[config.mk]
export PLATFORM = sky130hd
export DESIGN_NAME = iq_demod_acc
export DESIGN_NICKNAME = d
export VERILOG_FILES = /design/src/rtl/iq_demod_acc.sv
export SDC_FILE = /design/constraint.sdc
export NUM_CORES = 1
export LEC_CHECK = 0
export BUFFER_PORTS_ARGS = -buffer_cell sky130_fd_sc_hd__buf_2
export CORE_MARGIN = 2
export CORE_UTILIZATION = 53
export DETAILED_ROUTE_END_ITERATION = 16
export GPL_TIMING_DRIVEN = 0
export PLACE_DENSITY = 0.73
export SETUP_SLACK_MARGIN = 0.5
export SYNTH_ARGS = -nofsm -noshare
export SYNTH_HDL_FRONTEND = slang
export SYNTH_SLANG_ARGS = --single-unit
[constraint.sdc]
create_clock -name Clk -period 6.6 [get_ports Clk]
set_clock_uncertainty 0.05 [all_clocks]
set_input_delay 1.98 -clock Clk [delete_from_list [all_inputs] [get_ports Clk]]
set_output_delay 1.98 -clock Clk [all_outputs]
set_load 0.05 [all_outputs]
[src/rtl/iq_demod_acc.sv]
// Synchronous I/Q demodulator: multiplies each ADC sample by +/-1 per the IP/QP
// references and integrates over a programmable number of excitation periods.
module iq_demod_acc #(
    parameter int SAMPLE_W = 12,
    parameter int ACC_W    = 24
) (
    input  logic                       Clk,
    input  logic                       Resetn,
    input  logic                       Start,
    input  logic                       StepNum,
    input  logic [3:0]                 NumPeriods,
    input  logic                       IP,
    input  logic                       QP,
    input  logic                       SampleValid,
    input  logic signed [SAMPLE_W-1:0] Sample,
    output logic signed [ACC_W-1:0]    ISum,
    output logic signed [ACC_W-1:0]    QSum,
    output logic                       Done,
    output logic                       Busy,
    output logic                       Err
);

    typedef enum logic [1:0] {IDLE, SYNC, ACC, DONE} state_t;

    state_t                    state, state_nxt;
    logic                      ip_q;
    logic                      rise;
    logic                      step_q;
    logic [4:0]                nper_q;
    logic [4:0]                pcnt;
    logic [4:0]                pcnt_inc;
    logic                      last;
    logic [5:0]                scnt;
    logic [5:0]                scnt_exp;
    logic [5:0]                scnt_first;
    logic signed [ACC_W-1:0]   iacc, qacc;
    logic signed [ACC_W-1:0]   iacc_nxt, qacc_nxt;

    // Sign-extend before negating so that -(-2^(SAMPLE_W-1)) is representable.
    function automatic logic signed [ACC_W-1:0] mac(
        input logic signed [ACC_W-1:0]    acc,
        input logic signed [SAMPLE_W-1:0] s,
        input logic                       pos
    );
        logic signed [ACC_W-1:0] ext;
        ext = {{(ACC_W-SAMPLE_W){s[SAMPLE_W-1]}}, s};
        return pos ? acc + ext : acc - ext;
    endfunction

    assign rise       = IP & ~ip_q;
    assign pcnt_inc   = pcnt + 5'd1;
    assign last       = (pcnt_inc == nper_q);
    assign scnt_exp   = step_q ? 6'd16 : 6'd32;
    assign scnt_first = {5'd0, SampleValid};
    assign iacc_nxt   = mac(iacc, Sample, IP);
    assign qacc_nxt   = mac(qacc, Sample, QP);

    always_comb begin
        state_nxt = state;
        case (state)
            IDLE:    if (Start) state_nxt = SYNC;
            SYNC:    if (rise) state_nxt = ACC;
            ACC:     if (rise && last) state_nxt = DONE;
            DONE:    state_nxt = IDLE;
            default: state_nxt = IDLE;
        endcase
    end

    assign Done = (state == DONE);
    assign Busy = (state == SYNC) || (state == ACC);

    always_ff @(posedge Clk) begin
        if (!Resetn) begin
            state  <= IDLE;
            ip_q   <= 1'b0;
            step_q <= 1'b0;
            nper_q <= 5'd0;
            pcnt   <= 5'd0;
            scnt   <= 6'd0;
            iacc   <= '0;
            qacc   <= '0;
            ISum   <= '0;
            QSum   <= '0;
            Err    <= 1'b0;
        end else begin
            state <= state_nxt;
            ip_q  <= IP;
            case (state)
                IDLE: begin
                    if (Start) begin
                        step_q <= StepNum;
                        nper_q <= (NumPeriods == 4'd0) ? 5'd16 : {1'b0, NumPeriods};
                        pcnt   <= 5'd0;
                        scnt   <= 6'd0;
                        iacc   <= '0;
                        qacc   <= '0;
                        Err    <= 1'b0;
                    end
                end
                SYNC: begin
                    if (rise) begin
                        if (SampleValid) begin
                            iacc <= iacc_nxt;
                            qacc <= qacc_nxt;
                        end
                        scnt <= scnt_first;
                    end
                end
                ACC: begin
                    if (rise) begin
                        if (scnt != scnt_exp) Err <= 1'b1;
                        pcnt <= pcnt_inc;
                        // The terminating rise's own sample belongs to no period.
                        if (last) begin
                            ISum <= iacc;
                            QSum <= qacc;
                        end else begin
                            if (SampleValid) begin
                                iacc <= iacc_nxt;
                                qacc <= qacc_nxt;
                            end
                            scnt <= scnt_first;
                        end
                    end else if (SampleValid) begin
                        iacc <= iacc_nxt;
                        qacc <= qacc_nxt;
                        scnt <= scnt + 6'd1;
                    end
                end
                default: ;
            endcase
        end
    end

endmodule

======== Word-level counts from Yosys, hierarchy flattened ========
Cells that the tools add are included.
word-level totals
  bits in registers ....................... 117
  bits in latches ......................... 0
  memory bits (writable) .................. 0
  bits in read-only memories .............. 0
  input port bits ......................... 23
  output and inout port bits .............. 51
  word-level logic and storage cells ...... 76
  memories ................................ 0
cells by class
  add/sub/neg operators ................... 6
  multiply operators ...................... 0
  divide/modulo/power cells ............... 0
  magnitude comparators ................... 0
  eq/ne operators ......................... 12
  shift-type cells ........................ 0
  muxes and demuxes ....................... 32
  bitwise operators ....................... 2
  reductions and logical operators ........ 13
operators with widths
  operator             count
  $mux 24              11
  $pmux 24 s3          2
  $add 24x12->24       2
  $sub 24x12->24       2
  $mux 6               6
  $pmux 6 s3           1
  $mux 5               3
  $pmux 5 s2           1
  $reduce_and 3->1     3
  $ne 2x2->1 const B   4
  $pmux 2 s4           1
  $reduce_and 4->1     2
  $add 6x1->6 const B  1
  $mux 2               3
  $ne 3x3->1 const B   2
  $ne 6x6->1           1
  $add 5x1->5 const B  1
  $eq 5x5->1           1
  $reduce_and 5->1     1
  $eq 2x2->1 const B   2
  $logic_not 4->1      1
  $mux 1               3
  $reduce_bool 3->1    1
  $eq 2x1->1 const B   1
  9 further kinds      9

======== Depth between registers and ports, before layout ========
Gate-level depths: netlist (run 1).
  depth after elaboration ................. 6
  depth in mapped cells ................... 17
  gate-level depth less buffers ........... 15

======== Least setup slack after synthesis (run 1) ========
OpenSTA, ideal clock, no wires.
  path type ............................... input port to flip-flop
  from .................................... input port Sample[0]
  to ...................................... register qacc[23]
  setup time .............................. 0.122 ns
  data arrival time ....................... 5.208 ns
  data required time ...................... 6.428 ns
  setup slack ............................. 1.220 ns
  stages .................................. 17
  buffers on the path ..................... 2
  cell sequence ........................... inv_1 > ha_1 > nor3b_1 > nand2_1 > nor3_1 > a21o_1 > clkbuf_1 > o21ai_0 > ha_1 > clkbuf_1 > nand2_1 > a2111oi_0 > o31ai_1 > a2111oi_0 > o21ai_1 > a31oi_1 > mux2i_1
on the way
  cells in the longest elaborated chain, start to end .. 6
  elaborated cells between the ends (all ways) .. 8
  classes of those cells .................. 2 x add/sub; 6 x mux
RTL lines
  what                                              line           source
  start: declaration                                15             input logic signed [SAMPLE_W-1:0] Sample,
  $sub 24x12->24 or $add 24x12->24 (tied branches)  47             return pos ? acc + ext : acc - ext;
  $mux 24 (*)                                       47
  $mux 24 (*)                                       102, 118, 124
  $mux 24                                           114            if (last) begin
  $mux 24                                           110            if (rise) begin
  $pmux 24 s3 (*)                                   88             case (state)
  end signal: assignment                            104            qacc <= qacc_nxt;
  end signal: assignment                            120            qacc <= qacc_nxt;
  end signal: assignment                            126            qacc <= qacc_nxt;
  end: declaration                                  36             logic signed [ACC_W-1:0] iacc, qacc;
Mark *: on every way between the ends. The rest lies on a longest branch, timed or not. The select of a mux whose other input is x is not followed.
A chain may end at the register's enable or synchronous reset.

======== Final worst setup path (run 1) ========
Ends and elaborated chain as after synthesis.

==> flow_summary.ini, run 1 <==
[layout]
nFillCells = 1316
synth_to_layout_area_growth_pct = 15.5
nets = 1162
stdcell_area_sq_mm = 0.00902
antenna_cells_inserted = 0
drive_gt1_frac = 0.123

[critical_path]
crit_path_end_kind = flop
timing.rr.start = iacc[0]$_SDFFE_PN0P_
cp-startpoint = Sample[0]
cp.required_ns = 6.86
worst_ep_arrival_time_ns = 5.81
worst-setup-path-type = input port to flop
worst_setup_path_start_kind = input port
rrSetupSlack_ns = 3.42
worst-path-max-fanout = 10

[placement]
place_congestion = 0.946
placed_instance_area_sq_mm = 0.00839
post-dp-hpwl_microns = 15500
io_buffers = 71

[status]
run_status = complete, no violations

[timing]
finalCritPeriodShare = 0.840
hold_viol_final = 0
unrepaired_setup_endpoints_after_global_routing = no
fmaxAchievable_ghz = 0.180
report.final.slew_viol_count = 0
worst_slew_pin_slew_ns = 0.875
timing.final.setup_violations = 0
finalSetupTns_ns = 0
timing.max_slew.rel_slack = 0.402
finalCriticalPeriod_ns = 5.54

[hold_path]
min_path_type = flop to flop
hold_path.startpoint = QSum[18]$_SDFFE_PN0P_

[synthesis]
synth.top_cells.by_count = nand2_1, dfxtp_1, ha_1
yosys_most_used_dff = dfxtp_1
synth_top_area_frac = 0.300
synth.cell_area_sq_mm = 0.00781
yosysSeqAreaShare = 0.300
synth_cells = 985
yosys.cell_types.count = 68
yosys-top-cells-area = dfxtp_1, ha_1, nand2_1
ys_async_sr_fraction = 0
synth.most_common_cell = nand2_1
synthesis.area_per_instance_sq_um = 7.93
number_of_enable_flip_flop_cells_after_synthesis = 0
number_of_nets_in_the_synthesized_netlist = 1072
synth-seq-cells = 117
yosysWarningCount = 0
yosysTopAreaCell = dfxtp_1

[power_and_ir_drop]
p_clk_frac = 0.349
power_per_cell_area_mw_per_mm2 = 309
seq_power_share = 0.299
cellInternalPower_mw = 1.75
ir_worst_vdd_uv = 226
p_comb_frac = 0.352
leakagePower_nw = 3.85
psw_mw = 1.05
switching_fraction = 0.375

[floorplanning]
initial_core_util = 0.539
floorplan.die.width_microns = 125
floorplan.rows = 44
die_area_sq_mm = 0.0157
dieHeight_microns = 125
top_level_ports = 74
core_area_sq_mm = 0.0145

[cts]
tritoncts = done
insertion_delay_ns = 0.43
hold_buf_count_cts = 0
cts-buffers-inserted = 17
ctsHtreeMaxLevel = 4
max-clock-path-buffers = 2
worst_setup_hold_path_clk_slew_ns = 0.06
cts.root.buffer_cell = clkbuf_16
clkSinkCount = 117

[job]
max_cap_violations = 0

[route]
post-route-drc-count = 0
first_iter_violations = 614
routedWlPerCell_microns = 16.1
wirelength_microns = 20500
final_antenna_violating_net_count = 0
post_drt_via_cell_ratio = 5.71
dr.pass1.iters = 6
routed-via-count = 7266

[global_route]
grt_start_max_net_pins = 17
gr-total-overflow = 0
grt_antenna_before_repair = 0
wire_length_of_the_first_global_routing_pass_microns = 33800
via_count_of_the_first_global_routing_pass = 6902
grt_resource_usage_total = 0.267
-- cells by family after synthesis --
logic type,synth area share
buffers and inverters,0.0428
DFF,0.300
and+or+nand+nor,0.213
xor gates and xnor gates,0.0639
AOI/OAI and AO/OA,0.265
muxes,0.0106
adders and majority gates,0.104
-- path summary, 6_finish.rpt --
check                               end  cells after the start
hold / removal    QSum[18]$_SDFFE_PN0P_                      2
hold reg to reg   QSum[18]$_SDFFE_PN0P_                      2
setup / recovery  qacc[23]$_SDFFE_PN0P_                     18
setup reg to reg  iacc[22]$_SDFFE_PN0P_                     10
-- layout by cell type (no fill, tap or decap), types with 9 or more instances in the layout --
master     instances
nor3_1            15
inv_1             37
nand2_1          176
clkbuf_1          39
a32oi_1            9
and2_1            10
xnor2_1           22
nor2b_1           44
ha_1              62
dfxtp_1          117
o21ai_1           11
nor2_1            45
a21oi_1           55
a21boi_0          53
buf_2             77
a21o_1            25
or3_1             10
xor2_1            35
nand3_1           18
o21ai_0           46
clkbuf_16         17
a22oi_1           25
-- metal layers --
layer	global-route usage	vias to the layer above	wire length, microns
met1	0.337	3318	9150
li1	-	3661	-
met3	0.0548	52	1270
met5	0	-	0
met2	0.443	235	9400
met4	0.115	0	672
-- worst max-delay path, cell delays in order --
cell,delay [ns]
buf_2,0.14
inv_1,0.06
ha_1,0.18
nor3b_2,0.29
nand2_1,0.11
nor3_1,0.35
a21o_1,0.20
clkbuf_2,0.20
o21ai_0,0.12
ha_1,0.30
clkbuf_1,0.28
nand2_1,0.16
a2111oi_1,0.42
o31ai_1,0.22
a2111oi_2,0.39
o21ai_1,0.12
a31oi_1,0.19
mux2i_1,0.08
-- sequential cells by signal (all words and copies together) (netlist names) --
register,count
qacc,24
Err,1
ISum,24
iacc,24
QSum,24
pcnt,5
scnt,6
ip_q,1
state,2
nper_q,5
step_q,1
-- power groups by stage --
stage,combinational [mW],sequential (mW),clock [mW]
6_report,0.983,0.834,0.974
3_3_place_gp,0.947,0.846,0
4_1_cts,0.968,0.833,0.983
2_1_floorplan,0.724,0.838,0
3_5_place_dp,0.960,0.848,0
5_1_grt,1.09,0.842,1.02
-- what timing repair did --
action,in CTS,in global routing
hold endpoints to repair,0,0
setup buffers,0,0
setup endpoints to repair,0,3
resized for setup,0,6
-- stage by stage --
stage,worst slack (ns),instances,util,power (mW),hold slack (ns)
after global placement,0.262,1240,0.580,1.79,0.395
after global routing,0.577,1272,0.623,2.95,0.424
after CTS,0.623,1272,0.622,2.78,0.411
after floorplan,1.22,985,-,1.56,0.389
final,1.06,1272,0.623,2.79,0.405
after detailed placement,0.229,1240,0.580,1.81,0.402
-- final cells by class --
type / instances / area [sq um] / area share
multi-input cells: 783 / 5140 / 0.570
plain buffers: 48 / 196 / 0.0218
clock inverters: 14 / 185 / 0.0205
well taps: 184 / 230 / 0.0255
clock buffers: 18 / 429 / 0.0476
repair buffers: 71 / 355 / 0.0394
inverters: 37 / 139 / 0.0154
flip-flops and latches: 117 / 2340 / 0.260
No activity file was read; power rests on OpenSTA's default activity.
==> inputs of run 2 (changes only) <==
Settings changed: ABC_AREA set to 1, PLACE_DENSITY 0.73 to 0.72.
Clock period 6.6 ns to 5.8 ns, I/O delays scaled along.
==> run 2 against run 1 <==
Compared with the run above: register-to-register slack worse by 0.02 ns; core utilization down 0.62 points; via count up 16%; first-iteration DRC count up 7.7%; setup slack worse by 0.20 ns; critical path type unchanged; highest routed layer unchanged.
==> flow_summary.ini, run 2 <==
[timing]
report.final.slew_viol_count = 0
finalSetupTns_ns = 0
finalCritPeriodShare = 0.852
timing.final.setup_violations = 0
unrepaired_setup_endpoints_after_global_routing = no
finalCriticalPeriod_ns = 4.94
fmaxAchievable_ghz = 0.202
timing.max_slew.rel_slack = 0.534
worst_slew_pin_slew_ns = 0.700
hold_viol_final = 0

[status]
run_status = complete, no violations

[synthesis]
synth_cells = 1271
synth.most_common_cell = nand2_1
yosys_most_used_dff = dfxtp_1
synth_top_area_frac = 0.287
synth.cell_area_sq_mm = 0.00817
synthAdderAreaFrac = 0.0999
mux_contribution_to_synthesized_area = 0
synth_compound_area_frac = 0.193
synth.top_cells.by_count = nand2_1, inv_1, a21oi_1
yosysSeqAreaShare = 0.287
yosys-top-cells-area = dfxtp_1, nand2_1, a21oi_1
number_of_enable_flip_flop_cells_after_synthesis = 0
synth-seq-cells = 117
number_of_nets_in_the_synthesized_netlist = 1358
synth_top_family_by_area = simple AND/OR/NAND/NOR gates
post_synth_xor_area_fraction = 0.0354
yosysWarningCount = 0
synthesis.area_per_instance_sq_um = 6.43
yosys.cell_types.count = 36
ys_async_sr_fraction = 0
yosysTopAreaCell = dfxtp_1
synthesized_area_fraction_occupied_by_and_or_nand_nor_cells = 0.275

[floorplanning]
core_area_sq_mm = 0.0151
top_level_ports = 74
floorplan.rows = 45
floorplan.die.width_microns = 128
dieHeight_microns = 128
initial_core_util = 0.539
die_area_sq_mm = 0.0164

[critical_path]
cp.required_ns = 6.10
worst-setup-path-type = input port to flop
worst_setup_path_start_kind = input port
worst_ep_arrival_time_ns = 5.24
crit_path_end_kind = flop
worst-path-max-fanout = 10

[global_route]
grt_start_max_net_pins = 17
via_count_of_the_first_global_routing_pass = 7400
gr-total-overflow = 0
wire_length_of_the_first_global_routing_pass_microns = 36700
grt_antenna_before_repair = 0
grt_resource_usage_total = 0.284

[layout]
drive_gt1_frac = 0.0946
nets = 1448
synth_to_layout_area_growth_pct = 14.4
utilization = 0.617
most_frequent_standard_cell_in_the_layout_excluding_fill_and_tap_cells = nand2_1
nFillCells = 1455
final_cell_mix = nand2_1, inv_1, a21oi_1, dfxtp_1, o21ai_0
antenna_cells_inserted = 0

[route]
routedWlPerCell_microns = 14.8
final_antenna_violating_net_count = 0
dr.pass1.iters = 5
wirelength_microns = 23100
first_iter_violations = 661
post_drt_via_cell_ratio = 5.40
post-route-drc-count = 0
routed-via-count = 8438

[placement]
io_buffers = 71
place_congestion = 0.972
post-dp-hpwl_microns = 18400

[cts]
hold_buf_count_cts = 0
worst_setup_hold_path_clk_slew_ns = 0.06
post_cts_resize_count = 0
cts.root.buffer_cell = clkbuf_16
insertion_delay_ns = 0.43
clkSinkCount = 117
ctsHtreeMaxLevel = 4
max-clock-path-buffers = 2
post_cts_setup_buffer_count = 0
tritoncts = done
cts-buffers-inserted = 17

[job]
max_cap_violations = 0

[power_and_ir_drop]
ir_worst_vdd_uv = 258
leakagePower_nw = 4.49
power_per_cell_area_mw_per_mm2 = 364

[hold_path]
min_path_type = flop to flop
run 2: cell count changes after synthesis, sizes merged, moves of 16 or more:
| cell | delta |
|---|---|
| a22oi | -23 |
| nor2 | +41 |
| a21boi | -58 |
| nand2 | +141 |
| inv | +149 |
| o21ai | +49 |
| nand3 | +57 |
| a21o | -18 |
| nor2b | -44 |
| clkbuf | -16 |
| a21oi | +111 |
run 2: path summary, 6_finish.rpt:
path,start,end,slack [ns],cells after the start
setup / recovery,Sample[0],qacc[17]$_SDFFE_PN0P_,0.86,17
hold / removal,ISum[23]$_SDFFE_PN0P_,ISum[23]$_SDFFE_PN0P_,0.39,2
setup reg to reg,pcnt[0]$_SDFFE_PN0P_,qacc[17]$_SDFFE_PN0P_,3.40,12
hold reg to reg,ISum[23]$_SDFFE_PN0P_,ISum[23]$_SDFFE_PN0P_,0.39,2
run 2: where the power goes:
part | internal (mW) | switching (mW) | leakage [nW] | total (mW)
Combinational | 0.447 | 0.920 | 3.28 | 1.37
Clock | 0.599 | 0.424 | 0.270 | 1.02
Sequential | 0.914 | 0.100 | 0.948 | 1.01
Total | 1.96 | 1.44 | 4.49 | 3.40
run 2: worst max-delay path, stage by stage:
cell	delay (ns)
buf_2	0.14
inv_1	0.08
ha_1	0.17
nand2_1	0.08
nor4_1	0.36
nand2_1	0.23
o41ai_4	0.35
buf_2	0.33
a21oi_1	0.11
ha_1	0.36
a21oi_1	0.33
o21ai_0	0.23
a21oi_1	0.22
nand3_1	0.11
nand2_1	0.07
nand3_1	0.15
a21oi_1	0.19
run 2: per-stage QoR:
step           instance area (sq um)  hold slack (ns)  total power [mW]  instances  setup WS [ns]
2_1_floorplan                   8170            0.389              2.02       1271           1.39
3_3_place_gp                    8760            0.380              2.35       1530          0.515
3_5_place_dp                    8760            0.384              2.36       1530          0.484
4_1_cts                         9330            0.393              3.39       1562          0.929
5_1_grt                         9340            0.411              3.62       1562          0.566
6_report                        9340            0.389              3.40       1562          0.856
run 2: final cells by class:
cell class	count	area [sq um]	share of cell area
inverter	186	698	0.0747
buffer	39	200	0.0214
timing repair buffer	71	355	0.0380
multi-input combinational	929	4940	0.529
sequential	117	2340	0.251
clock buffer	17	425	0.0455
tap	188	235	0.0252
clock inverter	15	149	0.0159
run 2: logic make-up after synthesis:
kind of cell,Yosys count
AND/OR/NAND/NOR,532
AO/OA/AOI/OAI,300
buffers and inverters,225
flip-flops,117
adder cells (fa/ha/maj),64
XOR/XNOR,33
run 2: routing by layer:
metal	share of wire	global-route usage	routed length (microns)
met5	0	0	0
met4	0.014	0.0666	325
met1	0.50	0.426	11600
met2	0.41	0.420	9560
met3	0.070	0.0555	1610
